==> src/rtl/vc_test_src_lfsr.sv <==
// Test source: streams num_msgs preloaded messages over val/rdy and exposes a masked LFSR delay.
// Optional macro VC_TEST_SRC_LFSR_HOLD_EN: LFSR advances only on accepted transfers.
module vc_test_src_lfsr #(
   parameter int unsigned P_MSG_SZ     = 8,
   parameter int unsigned P_ENTRIES    = 256,
   parameter logic [31:0] P_SEED       = 32'hB1A5_5EED,
   parameter logic [31:0] P_DELAY_MASK = 32'h0000_0007,
   localparam int unsigned AW          = $clog2(P_ENTRIES)
) (
   input  logic                clk,
   input  logic                reset_n,
   input  logic                load_en,
   input  logic [AW-1:0]       load_addr,
   input  logic [P_MSG_SZ-1:0] load_data,
   input  logic [AW:0]         num_msgs,
   input  logic                start,
   output logic                out_val,
   input  logic                out_rdy,
   output logic [P_MSG_SZ-1:0] out_msg,
   output logic [31:0]         rand_num,
   output logic                done
);

   localparam logic [31:0] L_SEED    = (P_SEED == 32'h0) ? 32'h1 : P_SEED;
   localparam logic [31:0] L_TAPS    = 32'h8020_0003;
   localparam logic [AW:0] L_ENTRIES = (AW+1)'(P_ENTRIES);

   typedef enum logic [1:0] {StIdle, StSend, StDone} state_e;

   state_e              r_state, w_state_nxt;
   logic [AW:0]         r_idx, w_idx_nxt, w_idx_inc;
   logic [AW:0]         r_cnt_max, w_cnt_max_nxt, w_num_clamped;
   logic [P_MSG_SZ-1:0] r_mem [P_ENTRIES];
   logic [31:0]         r_lfsr, w_lfsr_nxt;
   logic                w_xfer, w_lfsr_adv, w_mem_we;

   assign w_xfer        = out_val && out_rdy;
   assign w_idx_inc     = r_idx + 1'b1;
   assign w_num_clamped = (num_msgs > L_ENTRIES) ? L_ENTRIES : num_msgs;

   always_comb begin
      w_state_nxt   = r_state;
      w_idx_nxt     = r_idx;
      w_cnt_max_nxt = r_cnt_max;
      out_val       = 1'b0;
      done          = 1'b0;
      w_mem_we      = 1'b0;
      unique case (r_state)
         StIdle, StDone: begin
            done     = (r_state == StDone);
            w_mem_we = load_en;
            if (start) begin
               w_cnt_max_nxt = w_num_clamped;
               w_idx_nxt     = '0;
               w_state_nxt   = (num_msgs != '0) ? StSend : StDone;
            end
         end
         StSend: begin
            out_val = 1'b1;
            if (out_rdy) begin
               w_idx_nxt = w_idx_inc;
               // Last transfer: leave SEND so no extra message appears.
               if (w_idx_inc == r_cnt_max) w_state_nxt = StDone;
            end
         end
         default: w_state_nxt = StIdle;
      endcase
   end

   always_ff @(posedge clk) begin
      if (!reset_n) begin
         r_state   <= StIdle;
         r_idx     <= '0;
         r_cnt_max <= '0;
      end else begin
         r_state   <= w_state_nxt;
         r_idx     <= w_idx_nxt;
         r_cnt_max <= w_cnt_max_nxt;
      end
   end

   // Message store is deliberately not reset.
   always_ff @(posedge clk) begin
      if (reset_n && w_mem_we) r_mem[load_addr] <= load_data;
   end

   assign out_msg = r_mem[r_idx[AW-1:0]];

`ifdef VC_TEST_SRC_LFSR_HOLD_EN
   assign w_lfsr_adv = w_xfer;
`else
   assign w_lfsr_adv = 1'b1;
`endif

   assign w_lfsr_nxt = {1'b0, r_lfsr[31:1]} ^ (r_lfsr[0] ? L_TAPS : 32'h0);

   always_ff @(posedge clk) begin
      if (!reset_n)        r_lfsr <= L_SEED;
      else if (w_lfsr_adv) r_lfsr <= w_lfsr_nxt;
   end

   assign rand_num = r_lfsr & P_DELAY_MASK;

endmodule

==> config.mk <==
export PLATFORM = sky130hd
export DESIGN_NAME = vc_test_src_lfsr
export DESIGN_NICKNAME = d
export VERILOG_FILES = /design/src/rtl/vc_test_src_lfsr.sv
export SDC_FILE = /design/constraint.sdc
export NUM_CORES = 2
export LEC_CHECK = 0
export BUFFER_PORTS_ARGS = -buffer_cell sky130_fd_sc_hd__buf_2
export CORE_ASPECT_RATIO = 0.6
export CORE_MARGIN = 8
export CORE_UTILIZATION = 65
export DETAILED_ROUTE_END_ITERATION = 8
export PLACE_DENSITY = 0.88
export SETUP_SLACK_MARGIN = 0.2
export SYNTH_ARGS = -nofsm -noshare
export SYNTH_HDL_FRONTEND = slang
export SYNTH_SLANG_ARGS = --single-unit
==> constraint.sdc <==
create_clock -name clk -period 5.9 [get_ports clk]
set_input_delay 0.295 -clock clk [delete_from_list [all_inputs] [get_ports clk]]
set_output_delay 0.295 -clock clk [all_outputs]
set_load 0.005 [all_outputs]
==> summary.md <==
The flow ran to the end, but the final reports show violations. The checks that failed: max-capacitance violations, max-slew violations. The overall overflow remaining after global route is 0. The cell family contributing the most delay on the critical path is simple AND/OR/NAND/NOR gates. The worst register-to-register path has a depth of 4. Setup violations remaining at the end of the flow were counted as 0. The count of warnings emitted by yosys is 0.

The tools report the die area as 137000 sq um. The critical path is of the reg2out type. Clock skew on the completed layout was measured at 0.0253 ns.

Max-cap violations in this run came to 2. On the worst path, the slowest cell contributes a delay of 1.27 ns. For the peak supply drop, the log shows 0.387 mV. The first global-routing pass estimated 311000 um of wire. In this run the vertical extent of the chip is 290 um. The TritonCTS buffer count was 173; the cell area after synthesis was 81600 sq um. The clock sink count is 2108. The number of antenna violations at the first check in global routing was 13. The xor and xnor fraction of the mapped netlist area is 0.221%.

The simple-gate share of the synthesized area works out to 3.10%. Each instance of the synthesized netlist takes up on average 20.5 sq um. Cell with the largest stage delay on the worst path: sky130_fd_sc_hd__nor4_1. The most used flip-flop cell after synthesis was sky130_fd_sc_hd__edfxtp_1. The tools report the placed cell area as 83200 sq um. The worst setup path is captured at an output pin. Counting flops and latches in the post-synthesis netlist gives 2108. Setup repair after global routing left no endpoint under its margin.

The cell count after synthesis came out at 3984. The logs give 71.6% for the share of the core filled with cells in the final layout and 217 for the largest net degree at the start of global routing. Yosys mapped a number of flops with a built-in enable equal to 2048.

In the final routed layout, each cell accounts on average for 37.2 um. Derived from the worst setup path, the maximum achievable clock frequency is 176 MHz. The unique cell type count in the Yosys netlist was 74. The routed layout has 44.3k vias. The number of buffers inserted by port buffering came out at 42. The top cell types in the final layout, fill and taps aside, are sky130_fd_sc_hd__edfxtp_1, sky130_fd_sc_hd__mux4_2, sky130_fd_sc_hd__nor2_1. The die is 473 um wide.

Once detailed placement completed, the half-perimeter wirelength came to 123000 um. The cell at the root of the clock tree is sky130_fd_sc_hd__clkbuf_16. Headroom to the max-slew limit came out at -13.2%. The post-synthesis compound-gate area fraction came out at 3.88%. Detailed-route vias per instance: 7.52. TritonCTS built the clock tree.

At the pin with the least slew margin, the transition time is 1.70 ns. The required time at the endpoint of the critical path was 5.61 ns. The final critical path takes up 96.4% of the cycle. The tightest min-delay check is of the in2reg type. The worst setup path is launched from a register.

The number of placement rows was 100. The final hold violation count was 0. The via count of the first global-routing pass was 43.2k. The logs give 0.82 ns for the clock latency of the later-clocked register in the worst-skew pair and 29000 uW for the final total power. The portion of synthesized area spent on multiplexers is 13.8%.

The arithmetic-cell share of the synthesized area counting full adders, half adders and majority gates was 0.0153%; the global placer's final weighted congestion was 0.939. Relative to the synthesized area, the layout overhead comes to 9.12%. In this run the number of H-tree levels came out at 4.

The finished cells cover 89000 sq um. Data arrives at the worst endpoint at 5.39 ns. The number of search-and-repair iterations in the first detailed-routing pass was 7. The share of the Yosys chip area taken by registers is 76.9%. For the placed cell count, the log shows 5548.

The tools report the max-slew violation count as 118. By area, the combinational part of the netlist is dominated by multiplexers. Along the worst hold path, the cell count comes to 3.

Counting buffers and inverters, the worst setup path is 8 cells deep. DRC marker count from the first detailed-route iteration: 8788. The analysis attributes to cell leakage a power of 0.0266 uW. The starting density of the core was 65.7%; the final standard cell count with taps included and fillers excluded was 5888. Of the cells placed in the final design, the portion with a size suffix greater than 1 is 19.9%. The logs give 0 ns for the sum of negative setup slack and 219000 um for the routed wire length. The most common cell after layout, fill and taps aside was sky130_fd_sc_hd__edfxtp_1.

The buffers inserted during post-CTS setup optimization was 0. After synthesis, the share of flip-flops with an asynchronous set or reset is 0%. The buffer depth of the longest clock path came out at 3. The post-layout minimum cycle time was 5.69 ns; the largest fanout of any net on the critical path was 32. The buffer and inverter count on the worst path came out at 2.

Global routing used 31.3% of the available tracks. Total power divided by cell area: 326 nW/um^2. The floorplan step defined a core boundary enclosing 124000 sq um.

Post-route DRC violation count: 0. The CTS clock-pin slew for the worst setup and hold paths came out at 0.07 ns. The critical path goes through nand2b_1, buf_4, nor2_1, a221oi_1, a31oi_1, nor4_1, nor4_1, buf_2. The most numerous cell type found on the critical path is sky130_fd_sc_hd__nor4_1. For the number of top-level pins, the log shows 72. In this run the remaining antenna-violating nets after routing total 0.

The final layout contains 4089 nets.
-- cells in the mapped netlist, types with 4 or more instances --
master	number	area, sq um
sky130_fd_sc_hd__and2_1	20	125
sky130_fd_sc_hd__xor2_1	7	61.3
sky130_fd_sc_hd__edfxtp_1	2048	61500
sky130_fd_sc_hd__clkbuf_1	96	360
sky130_fd_sc_hd__a221oi_1	15	131
sky130_fd_sc_hd__mux4_2	434	9770
sky130_fd_sc_hd__a21oi_1	115	576
sky130_fd_sc_hd__buf_2	71	355
sky130_fd_sc_hd__nor4_1	41	257
sky130_fd_sc_hd__o221ai_1	34	298
sky130_fd_sc_hd__xnor2_1	11	96.3
sky130_fd_sc_hd__mux2i_1	136	1360
sky130_fd_sc_hd__o21ai_1	4	20.0
sky130_fd_sc_hd__dfxtp_1	60	1200
sky130_fd_sc_hd__nand2_1	62	233
sky130_fd_sc_hd__mux2_2	6	67.6
sky130_fd_sc_hd__buf_8	12	180
sky130_fd_sc_hd__nor3b_1	9	67.6
sky130_fd_sc_hd__o21ai_0	15	75.1
sky130_fd_sc_hd__a22oi_1	193	1450
sky130_fd_sc_hd__buf_6	17	191
sky130_fd_sc_hd__nor2_1	300	1130
sky130_fd_sc_hd__nor3_1	5	25.0
sky130_fd_sc_hd__nor2b_1	32	200
sky130_fd_sc_hd__o22ai_1	16	100
sky130_fd_sc_hd__nand3_1	28	140
sky130_fd_sc_hd__nand2b_1	26	163
sky130_fd_sc_hd__o2bb2ai_1	7	61.3
sky130_fd_sc_hd__buf_4	61	458
sky130_fd_sc_hd__a211oi_1	11	82.6
sky130_fd_sc_hd__a31oi_1	15	93.8
sky130_fd_sc_hd__buf_12	8	160
sky130_fd_sc_hd__buf_1	6	22.5
sky130_fd_sc_hd__o41ai_1	4	35.0
sky130_fd_sc_hd__a2111oi_0	5	43.8
-- metrics by stage --
stage                     setup WS, ns  hold slack [ns]
final                            0.210           0.0459
after global routing             0.268           0.0767
after CTS                        0.201          0.00168
after detailed placement          1.11            0.396
after global placement           0.870            0.389
after floorplan                   3.55            0.386
-- routing by layer --
layer  vias up  part of all wire (%)  global-route usage (%)
met5         -                 0.018                       0
met4         6                   4.3                    11.2
met3       710                    16                    11.4
met2      4601                    45                    46.3
met1     22418                    34                    43.6
li1      16554                     -                       -
-- logic make-up after synthesis --
| logic type | count (synthesis) |
|---|---|
| compound gates | 456 |
| other cells | 1 |
| simple gates | 546 |
| xor+xnor | 19 |
| fa+ha+maj | 1 |
| flops | 2108 |
| buf+inv | 276 |
| mux | 577 |
-- layout make-up --
| type | count | area, sq um |
|---|---|---|
| Sequential cell | 2108 | 62700 |
| Fill cell | 6577 | 35200 |
| Multi-Input combinational cell | 1628 | 17300 |
| Clock buffer | 228 | 4790 |
| Tap cell | 1683 | 2110 |
| Timing Repair Buffer | 145 | 1300 |
| Clock inverter | 81 | 783 |
| Antenna cell | 13 | 32.5 |
| Inverter | 2 | 7.51 |
-- power by group --
| part | switching [uW] | total, uW | internal, uW |
|---|---|---|---|
| Clock | 5360 | 11700 | 6330 |
| Combinational | 588 | 889 | 301 |
| Sequential | 20.5 | 16400 | 16400 |
| Total | 5970 | 29000 | 23100 |
-- state kept, by name, indices dropped and copies added, names as in the netlist, named ones only --
name / cells
r_idx: 9
r_mem: 2048
r_cnt_max: 9
r_lfsr: 32
r_state: 2
-- worst min-delay path: stages --
cell and delay (ns):
sky130_fd_sc_hd__buf_2 0.12, sky130_fd_sc_hd__buf_4 0.28, sky130_fd_sc_hd__nand2_1 0.10
-- final timing paths --
kind                      startpoint                endpoint  slack (ns)
min                          reset_n    r_lfsr[0]$_SDFF_PN1_        0.05
max                         register              out_msg[2]        0.21
max reg2reg  r_state[0]$_SDFFE_PN0P_  r_mem[28][6]$_DFFE_PP_        1.98
min reg2reg     r_lfsr[8]$_SDFF_PN0_    r_lfsr[7]$_SDFF_PN1_        0.41
-- what timing repair did --
item,in CTS,in global routing
hold buffers,16,0
endpoints found under the setup margin,0,1
gates resized for setup,0,1
hold endpoints to repair,192,0
(Power assumes the default switching activity.)
